**src/rtl/starter_kit_pkg.sv**
```systemverilog
// Shared constants and the 7-segment glyph table for the starter-kit demo core.
package starter_kit_pkg;
  localparam int NUM_BTN = 9;
  localparam int NUM_SW  = 8;

  localparam int BTN_RUN  = 0;
  localparam int BTN_CLR  = 1;
  localparam int BTN_DIR  = 2;
  localparam int BTN_STEP = 3;
  localparam int BTN_ACK  = 8;

  localparam int SW_MODE   = 0;
  localparam int SW_LEDSEL = 1;

  localparam int KW4_SEG_LSB = 0;
  localparam int KW4_DP      = 7;
  localparam int KW4_DIG_LSB = 8;
  localparam int KW4_COLON   = 12;
  localparam int KW4_APOS    = 13;
  localparam logic [13:0] KW4_OFF = 14'h3FFF;

  // Active-low {g,f,e,d,c,b,a}.
  function automatic logic [6:0] seg7(input logic [3:0] n);
    case (n)
      4'h0: seg7 = 7'h40;
      4'h1: seg7 = 7'h79;
      4'h2: seg7 = 7'h24;
      4'h3: seg7 = 7'h30;
      4'h4: seg7 = 7'h19;
      4'h5: seg7 = 7'h12;
      4'h6: seg7 = 7'h02;
      4'h7: seg7 = 7'h78;
      4'h8: seg7 = 7'h00;
      4'h9: seg7 = 7'h10;
      4'hA: seg7 = 7'h08;
      4'hB: seg7 = 7'h03;
      4'hC: seg7 = 7'h46;
      4'hD: seg7 = 7'h21;
      4'hE: seg7 = 7'h06;
      default: seg7 = 7'h0E;
    endcase
  endfunction
endpackage

```
**src/rtl/starter_kit_debounce.sv**
```systemverilog
// Synchronizer plus per-bit debounce; emits the debounced level and a 1-cycle change pulse.
module starter_kit_debounce #(
  parameter int WIDTH           = 9,
  parameter int SYNC_STAGES     = 2,
  parameter int DEBOUNCE_CYCLES = 20000
) (
  input  logic             clk,
  input  logic             rst,
  input  logic [WIDTH-1:0] raw,
  output logic [WIDTH-1:0] level,
  output logic [WIDTH-1:0] chg
);
  localparam int CW = $clog2(DEBOUNCE_CYCLES + 1);

  logic [SYNC_STAGES-1:0][WIDTH-1:0] sync;

  always_ff @(posedge clk) begin
    if (rst) begin
      sync <= '0;
    end else begin
      sync[0] <= raw;
      for (int s = 1; s < SYNC_STAGES; s++) sync[s] <= sync[s-1];
    end
  end

  for (genvar i = 0; i < WIDTH; i++) begin : g_bit
    logic [CW-1:0] cnt;
    logic          lvl;
    logic          pulse;
    logic          in;

    assign in       = sync[SYNC_STAGES-1][i];
    assign level[i] = lvl;
    assign chg[i]   = pulse;

    // Any cycle matching the current level restarts the stability count.
    always_ff @(posedge clk) begin
      if (rst) begin
        cnt   <= '0;
        lvl   <= 1'b0;
        pulse <= 1'b0;
      end else begin
        pulse <= 1'b0;
        if (in == lvl) begin
          cnt <= '0;
        end else if (cnt == CW'(DEBOUNCE_CYCLES - 1)) begin
          cnt   <= '0;
          lvl   <= in;
          pulse <= 1'b1;
        end else begin
          cnt <= cnt + 1'b1;
        end
      end
    end
  end
endmodule

```
**src/rtl/starter_kit_dut.sv**
```systemverilog
// Starter-kit demo core: 4-digit dec/hex up/down counter, scanned 7-seg display, LEDs, wrap IRQ.
module starter_kit_dut
  import starter_kit_pkg::*;
#(
  parameter int SYNC_STAGES     = 2,
  parameter int DEBOUNCE_CYCLES = 20000,
  parameter int SCAN_CYCLES     = 2500,
  parameter int TICK_CYCLES     = 1000000
) (
  input  logic        CLK,
  input  logic        RST,
  input  logic [8:0]  BUTTON_pins,
  input  logic [7:0]  SWITCHE_pins,
  output logic [7:0]  LED_pins,
  output logic [13:0] KW4_56NCWB_P_Y_pins,
  output logic        INTR
);
  localparam int PW  = (TICK_CYCLES > 1) ? $clog2(TICK_CYCLES) : 1;
  localparam int SCW = (SCAN_CYCLES > 1) ? $clog2(SCAN_CYCLES) : 1;

  logic [NUM_BTN-1:0] btn_lvl, btn_chg, press;
  logic [NUM_SW-1:0]  sw_lvl, sw_chg;

  starter_kit_debounce #(.WIDTH(NUM_BTN), .SYNC_STAGES(SYNC_STAGES), .DEBOUNCE_CYCLES(DEBOUNCE_CYCLES))
    u_btn (.clk(CLK), .rst(RST), .raw(BUTTON_pins), .level(btn_lvl), .chg(btn_chg));
  starter_kit_debounce #(.WIDTH(NUM_SW), .SYNC_STAGES(SYNC_STAGES), .DEBOUNCE_CYCLES(DEBOUNCE_CYCLES))
    u_sw (.clk(CLK), .rst(RST), .raw(SWITCHE_pins), .level(sw_lvl), .chg(sw_chg));

  assign press = btn_chg & btn_lvl;

  logic            run, dir, hb;
  logic [PW-1:0]   presc;
  logic [3:0][3:0] count, stepped;
  logic [1:0]      scan_idx;
  logic [SCW-1:0]  scan_cnt;
  logic            mode, tick, step, clear, wrap;
  logic [3:0]      lim;

  assign mode  = sw_lvl[SW_MODE];
  assign tick  = run && (presc == PW'(TICK_CYCLES - 1));
  assign step  = tick || (press[BTN_STEP] && !run);
  assign clear = press[BTN_CLR] || sw_chg[SW_MODE];

  // Ripple carry/borrow across digits; wrap is the carry/borrow out of the MS digit.
  always_comb begin
    lim     = mode ? 4'hF : 4'd9;
    stepped = count;
    wrap    = 1'b1;
    for (int i = 0; i < 4; i++) begin
      if (wrap) begin
        if (!dir) begin
          if (count[i] >= lim) stepped[i] = 4'd0;
          else begin stepped[i] = count[i] + 4'd1; wrap = 1'b0; end
        end else begin
          if (count[i] == 4'd0) stepped[i] = lim;
          else begin stepped[i] = count[i] - 4'd1; wrap = 1'b0; end
        end
      end
    end
  end

  always_ff @(posedge CLK) begin
    if (RST) begin
      run      <= 1'b0;
      dir      <= 1'b0;
      hb       <= 1'b0;
      presc    <= '0;
      count    <= '0;
      INTR     <= 1'b0;
      scan_idx <= '0;
      scan_cnt <= '0;
      LED_pins <= '0;
      KW4_56NCWB_P_Y_pins <= KW4_OFF;
    end else begin
      if (press[BTN_RUN]) run <= ~run;
      if (press[BTN_DIR]) dir <= ~dir;
      if (tick) hb <= ~hb;

      if (clear) begin
        count <= '0;
        presc <= '0;
      end else begin
        if (run) presc <= tick ? '0 : presc + 1'b1;
        if (step) count <= stepped;
      end

      // A step dropped by a simultaneous clear must not raise the interrupt.
      if (step && wrap && !clear) INTR <= 1'b1;
      else if (press[BTN_ACK])    INTR <= 1'b0;

      if (scan_cnt == SCW'(SCAN_CYCLES - 1)) begin
        scan_cnt <= '0;
        scan_idx <= scan_idx + 2'd1;
      end else begin
        scan_cnt <= scan_cnt + 1'b1;
      end

      LED_pins <= sw_lvl[SW_LEDSEL] ? {count[1], count[0]}
                                    : {btn_lvl[7:4], run, dir, INTR, hb};
      KW4_56NCWB_P_Y_pins <= {~dir, ~run, ~(4'b0001 << scan_idx), 1'b1, seg7(count[scan_idx])};
    end
  end
endmodule

```
**config.mk**
```make
export PLATFORM = sky130hd
export DESIGN_NAME = starter_kit_dut
export DESIGN_NICKNAME = d
export VERILOG_FILES = /design/src/rtl/starter_kit_pkg.sv /design/src/rtl/starter_kit_debounce.sv /design/src/rtl/starter_kit_dut.sv
export SDC_FILE = /design/constraint.sdc
export NUM_CORES = 1
export LEC_CHECK = 0
export CAP_MARGIN = 20
export CORE_ASPECT_RATIO = 1.25
export CORE_MARGIN = 2
export CORE_UTILIZATION = 60
export DETAILED_ROUTE_END_ITERATION = 7
export GPL_ROUTABILITY_DRIVEN = 0
export PLACE_DENSITY_LB_ADDON = 0.05
export SLEW_MARGIN = 20
export SYNTH_ARGS = -nofsm -noshare
export SYNTH_HDL_FRONTEND = slang
export SYNTH_HIERARCHICAL = 1
export SYNTH_SLANG_ARGS = --single-unit
```
**constraint.sdc**
```tcl
create_clock -name CLK -period 2.7 [get_ports CLK]
set_input_delay 0.27 -clock CLK [delete_from_list [all_inputs] [get_ports CLK]]
set_output_delay 0.27 -clock CLK [all_outputs]
set_load 0.01 [all_outputs]
```
Word level (Yosys, flattened, before mapping)
Memory sizes are Yosys's and may differ from the RTL's. A register that Yosys moved wholly into a read port is not among the register bits.
Cells that the tools add are included.
{"block": "totals", "ff_bits": 284, "n_memories": 1, "output_inout_bits": 23, "word_cells": 213, "in_bits": 19, "rom_bits": 112}
{"block": "op_classes", "shifts": 1, "n_addsub": 22, "mux": 44, "n_bitwise": 16, "reduce_logical": 50, "eq_ne": 24, "n_lt_le_gt_ge": 5}
{"memory": "(no name shown)", "depth": 16, "word_bits": 7, "rd": 1, "rd_ports_with_merged_regs": 1, "wr": 0, "line_no": "starter_kit_pkg.sv:24", "text": "case (n)"}
{"operator": "adder 15 x 1 -> 15 bit, second input constant", "n": 11}
{"operator": "equality test 15 bit, second input constant", "n": 11}
{"operator": "two-way mux 4 bit", "n": 13}
{"operator": "OR reduction 3 bit", "n": 11}
{"operator": "AND reduction 2 bit", "n": 14}
{"operator": "two-way mux 1 bit", "n": 27}
{"operator": "OR reduction 2 bit", "n": 12}
{"operator": "adder 20 x 1 -> 20 bit, second input constant", "n": 1}
{"operator": "equality test 20 bit, second input constant", "n": 1}
{"operator": "two-way mux 20 bit", "n": 1}
{"operator": "adder 4 x 1 -> 4 bit, second input constant", "n": 4}
{"operator": ">= comparator 4 bit", "n": 4}
{"operator": "zero test 4 bit", "n": 4}
{"operator": "subtractor 4 x 1 -> 4 bit, second input constant", "n": 4}
{"operator": "NOT 1 bit", "n": 14}
{"operator": "adder 12 x 1 -> 12 bit, second input constant", "n": 1}
{"operator": "equality test 12 bit, second input constant", "n": 1}
{"operator": "equality test 1 bit", "n": 11}
{"operator": "bitwise AND 9 bit", "n": 1}
{"operator": "binary-select mux 4 bit (select 2 bit)", "n": 1}
{"operator": "two-way mux 8 bit", "n": 1}
{"operator": "logical AND 1 bit", "n": 4}
{"operator": "NOT 4 bit", "n": 1}
{"operator": "left shift 1 x 2 -> 4 bit, first input constant", "n": 1}
{"operator": "6 further kinds", "n": 8}

Longest topological paths before layout
Gate-level depths: netlist (run 1).
{"block": "depth", "depth_word": 10, "ltp_mapped": 8, "ltp_nobuf": 7}

Modules after synthesis
Netlist (run 1), hierarchy kept.
{"mod": "starter_kit_debounce (u_btn)", "n_inst": 1, "cells_per_inst": 782, "seq_area_each_um2": 3423.3, "area_per_inst_um2": 7159.4}
{"mod": "starter_kit_debounce (u_sw)", "n_inst": 1, "cells_per_inst": 694, "seq_area_each_um2": 3042.9, "area_per_inst_um2": 6393.6}
{"mod": "starter_kit_dut", "n_inst": 1, "cells_per_inst": 499, "seq_area_each_um2": 1501.4, "area_per_inst_um2": 4331.7}

Worst setup path after synthesis (run 1)
OpenSTA, ideal clock, no wires.
{"block": "synth_timing", "path_kind": "reg2reg", "startpoint": "reg u_sw.g_bit[0].lvl", "endpoint": "reg count[8] (netlist name)", "path_stages_with_launch": 9, "setup_ns": 0.074, "synth_period_minus_slack_ns": 2.209, "required_time_ns": 2.626, "t_arrival_ns": 2.135, "path_slack_ns": 0.491, "n_path_buf": 1, "cell_sequence": "dfxtp_1 -> buf_4 -> inv_1 -> ha_1 -> a211oi_1 -> o31ai_4 -> nand2_1 -> or4_1 -> a31oi_1"}
{"block": "synth_between", "elab_chain_cells": 6, "word_cells_on_any_way": 12, "classes_between": "order compare (3); mux (8); reduce/logical (1)"}
{"element": "from (decl)", "line_no": "starter_kit_debounce.sv:28", "text": "logic lvl;"}
{"element": "from (signal assigned)", "line_no": "starter_kit_debounce.sv:48", "text": "lvl <= in;"}
{"element": "two-way mux 3 bit *", "line_no": "starter_kit_dut.sv:46", "text": "lim = mode ? 4'hF : 4'd9;"}
{"element": ">= comparator 4 bit", "line_no": "starter_kit_dut.sv:52", "text": "if (count[i] >= lim) stepped[i] = 4'd0;"}
{"element": "two-way mux 1 bit", "line_no": "starter_kit_dut.sv:52"}
{"element": "two-way mux 1 bit", "line_no": "starter_kit_dut.sv:51", "text": "if (!dir) begin"}
{"element": "two-way mux 1 bit", "line_no": "starter_kit_dut.sv:50", "text": "if (wrap) begin"}
{"element": "AND reduction 2 bit (no source line)"}
{"element": "to (signal assigned)", "line_no": "starter_kit_dut.sv:84", "text": "if (step) count <= stepped;"}
{"element": "to (decl)", "line_no": "starter_kit_dut.sv:33", "text": "logic [3:0][3:0] count, stepped;"}
Every way passes the cells marked *; elsewhere a longest branch is shown, timed or not.
A chain may end at the register's enable or synchronous reset.

Worst setup path after layout (run 1)
{"block": "layout_timing", "startpoint": "reg count[5] (netlist name)", "endpoint": "reg count[12] (netlist name)"}
{"block": "layout_between", "elab_chain_cells": 6, "word_cells_on_any_way": 8, "classes_between": "order compare (1); mux (5); reduce/logical (2)"}
{"element": ">= comparator 4 bit or zero test 4 bit (tied branches)", "line_no": "starter_kit_dut.sv:52, starter_kit_dut.sv:55"}
{"element": "two-way mux 1 bit, on equally long branches", "line_no": "starter_kit_dut.sv:52, starter_kit_dut.sv:55"}
{"element": "two-way mux 1 bit *", "line_no": "starter_kit_dut.sv:51"}
{"element": "two-way mux 1 bit * (2 in series)", "line_no": "starter_kit_dut.sv:50"}
{"element": "AND reduction 2 bit (no source line) *"}
Marked as above.

==> summary.md, run 1 <==
| Metric | Value |
|---|---|
| WP data required | ~3.1 ns |
| CP bufs+invs | 1 |
| Yosys warning total | 13 |
| Slew Limit Fails | 0 |
| Port Buf Inserts | 34 |
| Fillers | between 1500 and 2000 |
| Area of the core | about 0.021 mm^2 |
| TritonRoute pass-1 iters | 5 |
| Fin crit share | just under 90% |
| VDD IR max | about 0.65 mV |
| CTS Buf Count | 28 |
| Layout cells sized above 1 | under 10% |
| Max_cap viols | 0 |
| # setup viols final | 0 |
| Synth Cell Area | around 0.013 mm^2 |
| Fin. Hold Viols | 0 |
| Post-route DRC | 0 |
| Diode count | 0 |
| # clock sinks | between 200 and 300 |
| CP max FO | 9 |
| Max H-tree Level | 1 |
| Total area of sequential cells | approximately 0.0056 mm^2 |
| Max Clk Rate | 427 MHz |
| Cell Rows | 60 |
| Nets | roughly 1500 |
| Total die area | 0.0228 mm^2 |
| RSZ-0062 raised after global routing | false |
| Wire per inst | between 10 and 15 um |
| CTS max path bufs | 3 |
| Worst slew margin | about 60% |
| Final hold slack | 0.225 ns |
| # resized after CTS | 0 |
| Initial Util | 60.7% |
| Number of global-route vias before repair | around 9100 |
| Syn nets | 1500 |
| First-pass GRT wire length | between 40000 and 50000 um |
| Routed vias/inst | roughly 5.5 |
| Power per cell area | between 600 and 700 mW/mm^2 |
| Clock skew | 0.0104 ns |
| CP Launch Type | flip-flop |
| Drt first-iter violations | roughly 500 |
| Initial antenna violation count | 0 |
| DIE HEIGHT | approximately 170 um |
| Via count | 9644 |
| Post-route ant nets | 0 |
| CP max-delay cell | dfxtp_1 |
| WL final | between 20000 and 25000 um |
| Grt total ovfl | 0 |
| CTS clk-pin slew, worst paths | around 0.060 ns |
| Crit-path leading delay family | simple AND/OR/NAND/NOR gates |
| Leak pwr | 5.10 nW |
| DP Worst Slack | 0.412 ns |
| CTS tree | done |
| Skew-Pair Late Insertion Delay | 0.54 ns |
| Run status | finished clean |
| Setup ws final | between 0.3 and 0.4 ns |
| Final Critical Period | around 2.3 ns |
| HPWL Detailed | about 16000 um |
| IO Pins | 42 |
| Setup TNS Final | 0 ns |
| Global-route usage over all layers | around a fifth |
| Worst setup EP type | flip-flop |
| Die width | about 140 um |
| Worst Tran Pin Value | between 0.6 and 0.7 ns |
| Post-CTS setup buffer count | 0 |
| Mapped Cells | around 1400 |
| Root buffer cell | clkbuf_16 |
| CP Data Arrival Time | approximately 2.8 ns |
| Crit path cell chain | inv_1 -> ha_1 -> nor3b_1 -> nand2_1 -> o2bb2ai_1 -> nand3_1 -> o41ai_2 |
| CTS hold repair buffers | 0 |
| Average size of a mapped cell | roughly 9 um^2 |
| Worst setup path category | flip-flop to flip-flop |
| Largest net degree at the start of global routing | 31 |
| Synth-to-Final Area Change | 11.7% |
| Area of the multi-input gates | a little under 0.007 mm^2 |
| Max incr delay on CP | around 0.43 ns |
| Hold Path Class | input pin to flip-flop |
## worst paths after layout
kind                               startpoint           endpoint  slack (ns)  cells after the start
worst max-delay path                 count[5]          count[12]        0.36                      7
worst min-delay path                      RST       u_sw/sync[0]        0.23                      2
worst min register to register  u_btn/sync[2]  u_btn/g_bit[2].in        0.43                      1
worst max register to register       count[5]          count[12]        0.36                      7
## layout make-up
type	instances	area share (%)
inverters	39	1.01
clock inverters	14	1.99
flip-flops and latches	279	38.7
multi-input cells	1045	47.0
clock buffers	38	5.73
well taps	279	2.42
repair buffers	50	3.15
## layer usage
layer | GRT usage [%] | routed length (um) | vias up
met5 | 0 | 0 | -
met4 | 5.89 | 418 | 0
met3 | 2.98 | 749 | 34
met2 | 37.0 | 11500 | 124
met1 | 26.5 | 11100 | 4519
li1 | - | - | 4967
## stage by stage
step,area [um^2],util (%),cells,power (mW)
6_report,14500,67.8,1744,8.82
4_1_cts,14500,67.8,1744,8.92
5_1_grt,14500,67.8,1744,9.10
2_1_floorplan,12900,-,1440,4.33
3_5_place_dp,13300,62.5,1692,4.39
3_3_place_gp,13300,62.5,1692,4.38
## state kept, by name, indices dropped and copies added (netlist names)
signal / count
u_btn/g_bit.cnt: 135
u_sw/g_bit.cnt: 30
presc: 20
count: 16
KW4_56NCWB_P_Y_pins: 13
scan_cnt: 12
u_btn/g_bit.in: 9
u_btn/g_bit.lvl: 9
u_btn/sync: 9
LED_pins: 8
u_btn/g_bit.pulse: 5
scan_idx: 2
u_sw/g_bit.in: 2
u_sw/g_bit.lvl: 2
u_sw/sync: 2
INTR: 1
dir: 1
hb: 1
run: 1
u_sw/g_bit.pulse: 1
## power breakdown
group	switching [mW]	internal [mW]
combinational	0.0737	0.0560
sequential	0.0167	4.15
clock	1.61	2.91
## cells in the final DEF, fill, tap and decap left out, drive strengths merged, types with 6 or more instances in the layout
cell           count
nor4b             21
nor2             240
and2              12
nand4             67
o211ai             6
xnor2             64
a21oi             22
mux2i             28
buf               17
o21ai             27
nand3             83
inv               39
and3              25
and4              33
nor2b             30
nand2b            25
a211oi            10
xor2             119
nor4              16
ha                41
dfxtp            279
bufinv             8
o31ai              6
clkdlybuf4s50     33
clkbuf            38
nand2             69
nor3              32
No activity file was read; power rests on OpenSTA's default activity.
==> run 2: changes to the inputs <==
--- a/config.mk
+++ b/config.mk
@@ -12,7 +12,7 @@
 export DETAILED_ROUTE_END_ITERATION = 7
 export GPL_ROUTABILITY_DRIVEN = 0
 export PLACE_DENSITY_LB_ADDON = 0.05
-export SLEW_MARGIN = 20
+export SLEW_MARGIN = 5
 export SYNTH_ARGS = -nofsm -noshare
 export SYNTH_HDL_FRONTEND = slang
 export SYNTH_HIERARCHICAL = 1
==> results of run 2 <==
The final DEF is identical to that of run 1; final timing and power are the same.
